==> src/rtl/imem_fetch_ctrl.sv <==
// Instruction memory sequencer: boot-time word loader plus sequential fetcher
// feeding decode through a registered valid/ready stage with redirect support.
module imem_fetch_ctrl #(
  parameter int unsigned MEM_BYTES = 32,
  parameter logic [31:0] RESET_PC  = 32'h0
) (
  input  logic        clk,
  input  logic        rst,
  input  logic        load_start,
  input  logic        load_valid,
  input  logic [31:0] load_data,
  input  logic        load_last,
  output logic        load_ready,
  input  logic        start_fetch,
  output logic [31:0] mem_addr,
  output logic [31:0] mem_wdata,
  output logic        mem_we,
  input  logic [31:0] mem_rdata,
  output logic        inst_valid,
  input  logic        inst_ready,
  output logic [31:0] inst_out,
  output logic [31:0] inst_pc,
  input  logic        redirect_valid,
  input  logic [31:0] redirect_pc,
  output logic        done,
  output logic        fault,
  output logic [2:0]  state_dbg
);

  typedef enum logic [2:0] {
    S_IDLE  = 3'd0,
    S_LOAD  = 3'd1,
    S_FETCH = 3'd2,
    S_DONE  = 3'd3,
    S_FAULT = 3'd4
  } state_t;

  localparam logic [31:0] MEM_END   = 32'(MEM_BYTES);
  localparam logic [31:0] LAST_WORD = 32'(MEM_BYTES - 4);

  state_t      state, state_nxt;
  logic [31:0] pc, pc_nxt;
  logic [31:0] ptr, ptr_nxt;
  logic [31:0] inst_out_nxt, inst_pc_nxt;
  logic        inst_valid_nxt;
  logic        capture_ok;
  logic        redirect_legal;

  // Handshakes: a transfer happens on a rising edge where valid and ready are
  // both high; the producer holds its payload stable while valid && !ready.
  assign capture_ok     = !inst_valid || inst_ready;
  assign redirect_legal = (redirect_pc[1:0] == 2'b00) && (redirect_pc <= LAST_WORD);

  always_ff @(posedge clk) begin
    if (rst) begin
      state      <= S_IDLE;
      pc         <= RESET_PC;
      ptr        <= '0;
      inst_valid <= 1'b0;
      inst_out   <= '0;
      inst_pc    <= '0;
    end else begin
      state      <= state_nxt;
      pc         <= pc_nxt;
      ptr        <= ptr_nxt;
      inst_valid <= inst_valid_nxt;
      inst_out   <= inst_out_nxt;
      inst_pc    <= inst_pc_nxt;
    end
  end

  always_comb begin
    state_nxt      = state;
    pc_nxt         = pc;
    ptr_nxt        = ptr;
    inst_valid_nxt = inst_valid;
    inst_out_nxt   = inst_out;
    inst_pc_nxt    = inst_pc;
    load_ready     = 1'b0;
    mem_we         = 1'b0;
    mem_addr       = pc;
    mem_wdata      = '0;

    unique case (state)
      S_IDLE, S_DONE: begin
        if (load_start) begin
          state_nxt = S_LOAD;
          ptr_nxt   = '0;
        end else if (start_fetch) begin
          state_nxt = S_FETCH;
          pc_nxt    = RESET_PC;
        end
      end
      S_LOAD: begin
        load_ready = 1'b1;
        mem_addr   = ptr;
        mem_wdata  = load_data;
        mem_we     = load_valid;
        if (load_valid) begin
          ptr_nxt = ptr + 32'd4;
          if (load_last || (ptr == LAST_WORD)) begin
            state_nxt = S_FETCH;
            pc_nxt    = RESET_PC;
          end
        end
      end
      S_FETCH: begin
        // Redirect beats capture; any handshake this cycle still completes.
        if (redirect_valid) begin
          inst_valid_nxt = 1'b0;
          if (redirect_legal) pc_nxt = redirect_pc;
          else                state_nxt = S_FAULT;
        end else if (capture_ok) begin
          if (pc >= MEM_END) begin
            inst_valid_nxt = 1'b0;
            state_nxt      = S_DONE;
          end else begin
            inst_out_nxt   = mem_rdata;
            inst_pc_nxt    = pc;
            inst_valid_nxt = 1'b1;
            pc_nxt         = pc + 32'd4;
          end
        end
      end
      S_FAULT: begin
        inst_valid_nxt = 1'b0;
      end
      default: begin
        state_nxt = S_IDLE;
      end
    endcase
  end

  assign done      = (state == S_DONE);
  assign fault     = (state == S_FAULT);
  assign state_dbg = state;

endmodule

==> config.mk <==
export PLATFORM = sky130hd
export DESIGN_NAME = imem_fetch_ctrl
export DESIGN_NICKNAME = d
export VERILOG_FILES = /design/src/rtl/imem_fetch_ctrl.sv
export SDC_FILE = /design/constraint.sdc
export NUM_CORES = 1
export LEC_CHECK = 0
export ABC_CLOCK_PERIOD_IN_PS = 5600
export BUFFER_PORTS_ARGS = -buffer_cell sky130_fd_sc_hd__buf_2
export CORE_AREA = 2 2 141 88
export CTS_CLUSTER_DIAMETER = 30
export DETAILED_ROUTE_END_ITERATION = 10
export DIE_AREA = 0 0 143 90
export PLACE_DENSITY = 0.92
export REMOVE_ABC_BUFFERS = 1
export SKIP_CTS_REPAIR_TIMING = 1
export SLEW_MARGIN = 20
export SYNTH_ARGS = -nofsm -noshare
export SYNTH_HDL_FRONTEND = slang
export SYNTH_SLANG_ARGS = --single-unit
==> constraint.sdc <==
create_clock -name clk -period 5.6 [get_ports clk]
set_input_delay 0.84 -clock clk [delete_from_list [all_inputs] [get_ports clk]]
set_output_delay 0.84 -clock clk [all_outputs]
set_load 0.02 [all_outputs]
==> results.md <==
Drt:
- The DRC violation total after the first TritonRoute iteration is 455.
- The post-detailed-route wirelength per cell is 15.7 microns.
- The count of vias placed by the detailed router is 5774.
- For this run, design rule violations remaining after detail routing come to 0.
- The length of the first detailed-routing pass in iterations is 5.
- The via density per instance is 5.36.
- The total wire length after detailed routing is 17000 microns.
- The count of nets left with antenna violations once routing finished came out at 0.

Layout:
- The diode insertion count for antenna repair is 0.
- After routing the design area is 7720 sq um.
- The fraction of layout cells with a size suffix above 1 is 36.1%.
- The number of nets in the layout is 1006.
- The final design utilization is 66.1%.
- The finished layout holds 1077 standard cells, fillers aside.
- The area growth from synthesis to layout is 31.8%.

Clock tree:
- Clock tree synthesis selected as its root buffer the cell sky130_fd_sc_hd__clkbuf_16.
- Counting the buffers created by CTS gives 17.
- The clock sink count is 130.
- The TritonCTS clock tree is done.
- The number of levels in the clock H-tree is 4.
- The later pin in the worst-skew pair is clocked with a latency of 0.41 ns.
- The maximum root-to-sink buffer count is 2.
- After clock tree synthesis, the clock-pin slew on the worst setup and hold paths is 0.06 ns.

Critical path:
- The worst setup path startpoint is state_dbg[0].
- The cell with the largest stage delay on the worst path is sky130_fd_sc_hd__buf_4.
- The classification of the worst setup path is reg -> out.
- The data required time at the worst endpoint is 4.76 ns.
- The termination of the worst setup path is mem_addr[27].
- The kind of cell with the highest combined delay along the critical path is buffers and inverters.
- In this run the worst path has a maximum fanout of 75.
- The data arrival time at the worst-slack endpoint is 2.64 ns.
- The worst register-to-register path ends at pc[22].
- Counting cells, the worst reg-to-reg path comes to 6.
- Walking the worst path, the cells encountered are inv_1 > nor3_2 > buf_4 > mux2_2 > buf_2.
- The nature of the critical path endpoint is an output pin.
- The slack of the worst reg-to-reg path is 2.51 ns.
- STA classifies the critical path startpoint as a flip-flop.
- The critical path contains buffers and inverters numbering 3 combined.
- In this run the critical register-to-register path is launched from state_dbg[1].
- The delay of the slowest cell on the worst path is 0.58 ns.
- The number of stages on the worst setup path is 5.

Power:
- The peak supply drop is 252 uV.
- The leakage power figure is 3.49 nW.
- The power density over the cells is 385 nW/um^2.
- The total power is 2.98 mW.

Logic synthesis:
- In this run the cell area of the synthesized design comes to 5860 sq um.
- The post-synthesis average cell area is 8.61 sq um.
- Synthesis inferred 130 register bits.
- The synthesized netlist cell count is 680.
- The Yosys step of the flow raised 0 warnings.
- The predominant post-synthesis flop cell is sky130_fd_sc_hd__dfxtp_1.
- Yosys mapped a number of flops with a built-in enable equal to 0.
- The share of async-settable or async-resettable flops after synthesis is 0%.
- The part of the Yosys area used for sequential elements is 44.4%.
- The number of library cell types mapped by synthesis is 56.

Place:
- In this run the tool buffered the top-level ports with 239 buffer cells.
- The placed wire-length estimate is 12100 microns.
- Summing all placed instances gives a cell area of 7110 sq um.
- The cell count after placement is 1045.
- Routability-driven placement finished with a final weighted congestion of 0.857.

STA:
- The worst-margin pin slew is 1.07 ns.
- The number of failing hold endpoints at the final stage is 0.
- The number of max-slew violations in the final report came to 0.
- The headroom to the max-slew limit is 28.4%.
- The final period utilization is 62.2%.
- The tightest hold path in the finished design has a slack of 0.451 ns.
- Setup violations remaining at the end of the flow were counted as 0.
- Static timing analysis puts the maximum clock frequency at 287 MHz.
- The final critical path time including I/O delays and setup is 3.48 ns.
- Setup repair after global routing left no endpoint under its margin.
- Between clock sinks in the finished design, the worst skew comes to 0.00707 ns.

Flow run:
- Across the run, the number of max-cap violations was 0.

Floorplan:
- The die span in y is 90 microns.
- The number of standard-cell rows in the floorplan is 31.
- In this run the count of I/O pins placed on the die edge is 240.
- The die area is 12900 sq um.
- The starting density of the core is 50.2%.
- The overall die width is 143 microns.
- The area of the core is 11700 sq um.

Outcome:
- The flow ran to the end, and the final reports show no timing, DRC or antenna violations.

Global routing:
- The total routing resource utilization after global routing is 25.9%.
- Entering global routing, the biggest net connects 76 pins.
- For this run the aggregate overflow at the end of global routing stands at 0.
- The number of global-route vias before repair is 5257.
- The first global-routing pass estimated 26500 microns of wire.
- The initial antenna violation count is 0.

Hold path:
- The worst hold path belongs to the class reg -> reg.
- In this run the most critical hold path is launched from inst_out[28].
## layout by cell type, fill, tap and decap left out, types with 11 or more instances in the layout
cell	Yosys	layout
sky130_fd_sc_hd__xnor2_1	14	14
sky130_fd_sc_hd__nand2_1	109	108
sky130_fd_sc_hd__a21oi_1	49	49
sky130_fd_sc_hd__nand4_1	11	11
sky130_fd_sc_hd__o21ai_0	24	24
sky130_fd_sc_hd__dfxtp_1	130	130
sky130_fd_sc_hd__nand3_1	19	19
sky130_fd_sc_hd__and2_1	52	52
sky130_fd_sc_hd__clkbuf_16	0	17
sky130_fd_sc_hd__nor2_1	40	40
sky130_fd_sc_hd__nor4_1	16	16
sky130_fd_sc_hd__inv_1	21	21
sky130_fd_sc_hd__buf_2	6	239
sky130_fd_sc_hd__and3_1	33	33
sky130_fd_sc_hd__mux2_2	22	22
## cells by family after synthesis
kind of cell / Yosys count / share of synthesized area (%)
flip-flops: 130 / 44.4
XOR/XNOR: 23 / 3.44
adder cells (fa/ha/maj): 3 / 0.641
AND/OR/NAND/NOR: 330 / 30.3
buffers and inverters: 63 / 4.42
multiplexers: 25 / 4.81
AO/OA/AOI/OAI: 106 / 11.9
## area by class of cell
class | instances | area [sq um]
fill | 994 | 3960
multi-input combinational | 487 | 3000
sequential | 130 | 2600
timing repair buffer | 242 | 1220
clock buffer | 18 | 429
tap | 165 | 206
clock inverter | 14 | 179
inverter | 21 | 78.8
## stage by stage
stage | setup WS, ns | TNS (ns)
finish | 2.12 | 0
global route | 1.93 | 0
CTS | 2.12 | 0
detailed placement | 2.41 | 0
global placement | 2.52 | 0
floorplan | -1.08 | -52.25
## state kept, by name, summed over array words and instances (netlist names)
signal,cells
pc,32
inst_pc,32
inst_valid,1
state_dbg,3
inst_out,32
ptr,30
## Yosys cell counts (all sizes together) (2+ instances only)
cell type / count / area (sq um)
a2111oi: 7 / 98.9
a211oi: 7 / 52.6
a21oi: 49 / 245
a22oi: 2 / 15.0
a31o: 3 / 26.3
and2: 52 / 325
and3: 35 / 221
and4: 7 / 61.3
buf: 15 / 78.8
clkbuf: 27 / 101
dfxtp: 130 / 2600
ha: 3 / 37.5
inv: 21 / 78.8
mux2: 22 / 248
mux2i: 3 / 33.8
nand2: 109 / 409
nand3: 20 / 105
nand4: 11 / 68.8
nor2: 40 / 150
nor2b: 4 / 25.0
nor3: 12 / 70.1
nor3b: 2 / 15.0
nor4: 25 / 221
o2111ai: 2 / 17.5
o21ai: 24 / 120
o311ai: 3 / 33.8
or3: 5 / 31.3
or4: 2 / 16.3
xnor2: 14 / 123
xor2: 9 / 78.8
## tightest hold or removal path, cell delays in order (launching register included)
cell                      delay (ns)
sky130_fd_sc_hd__dfxtp_1        0.30
sky130_fd_sc_hd__nand2_1        0.05
sky130_fd_sc_hd__a21oi_1        0.05
## routing by layer
metal / wire length [microns] / up-vias / GRT usage, %
li1: - / 2810 / -
met1: 7760 / 2676 / 35.9
met2: 7530 / 254 / 39.9
met3: 1450 / 34 / 7.88
met4: 218 / 0 / 5.45
met5: 0 / - / 0
## how the worst min path moves through the flow
stage                         endpoint  depth (start not counted)
final                     inst_out[28]                          2
after global routing      inst_out[28]                          2
after CTS                  inst_out[4]                          2
after detailed placement   inst_out[4]                          2
after global placement    inst_out[23]                          2
after floorplan             inst_pc[0]                          2
## where the power goes
group	leakage, nW	total, mW	internal, mW	switching, mW
clock network	0.276	1.12	0.704	0.420
registers	1.05	1.03	0.973	0.0578
logic	2.16	0.819	0.261	0.559
total	3.49	2.98	1.94	1.04
Note: power is estimated with default switching activity, not from simulation.
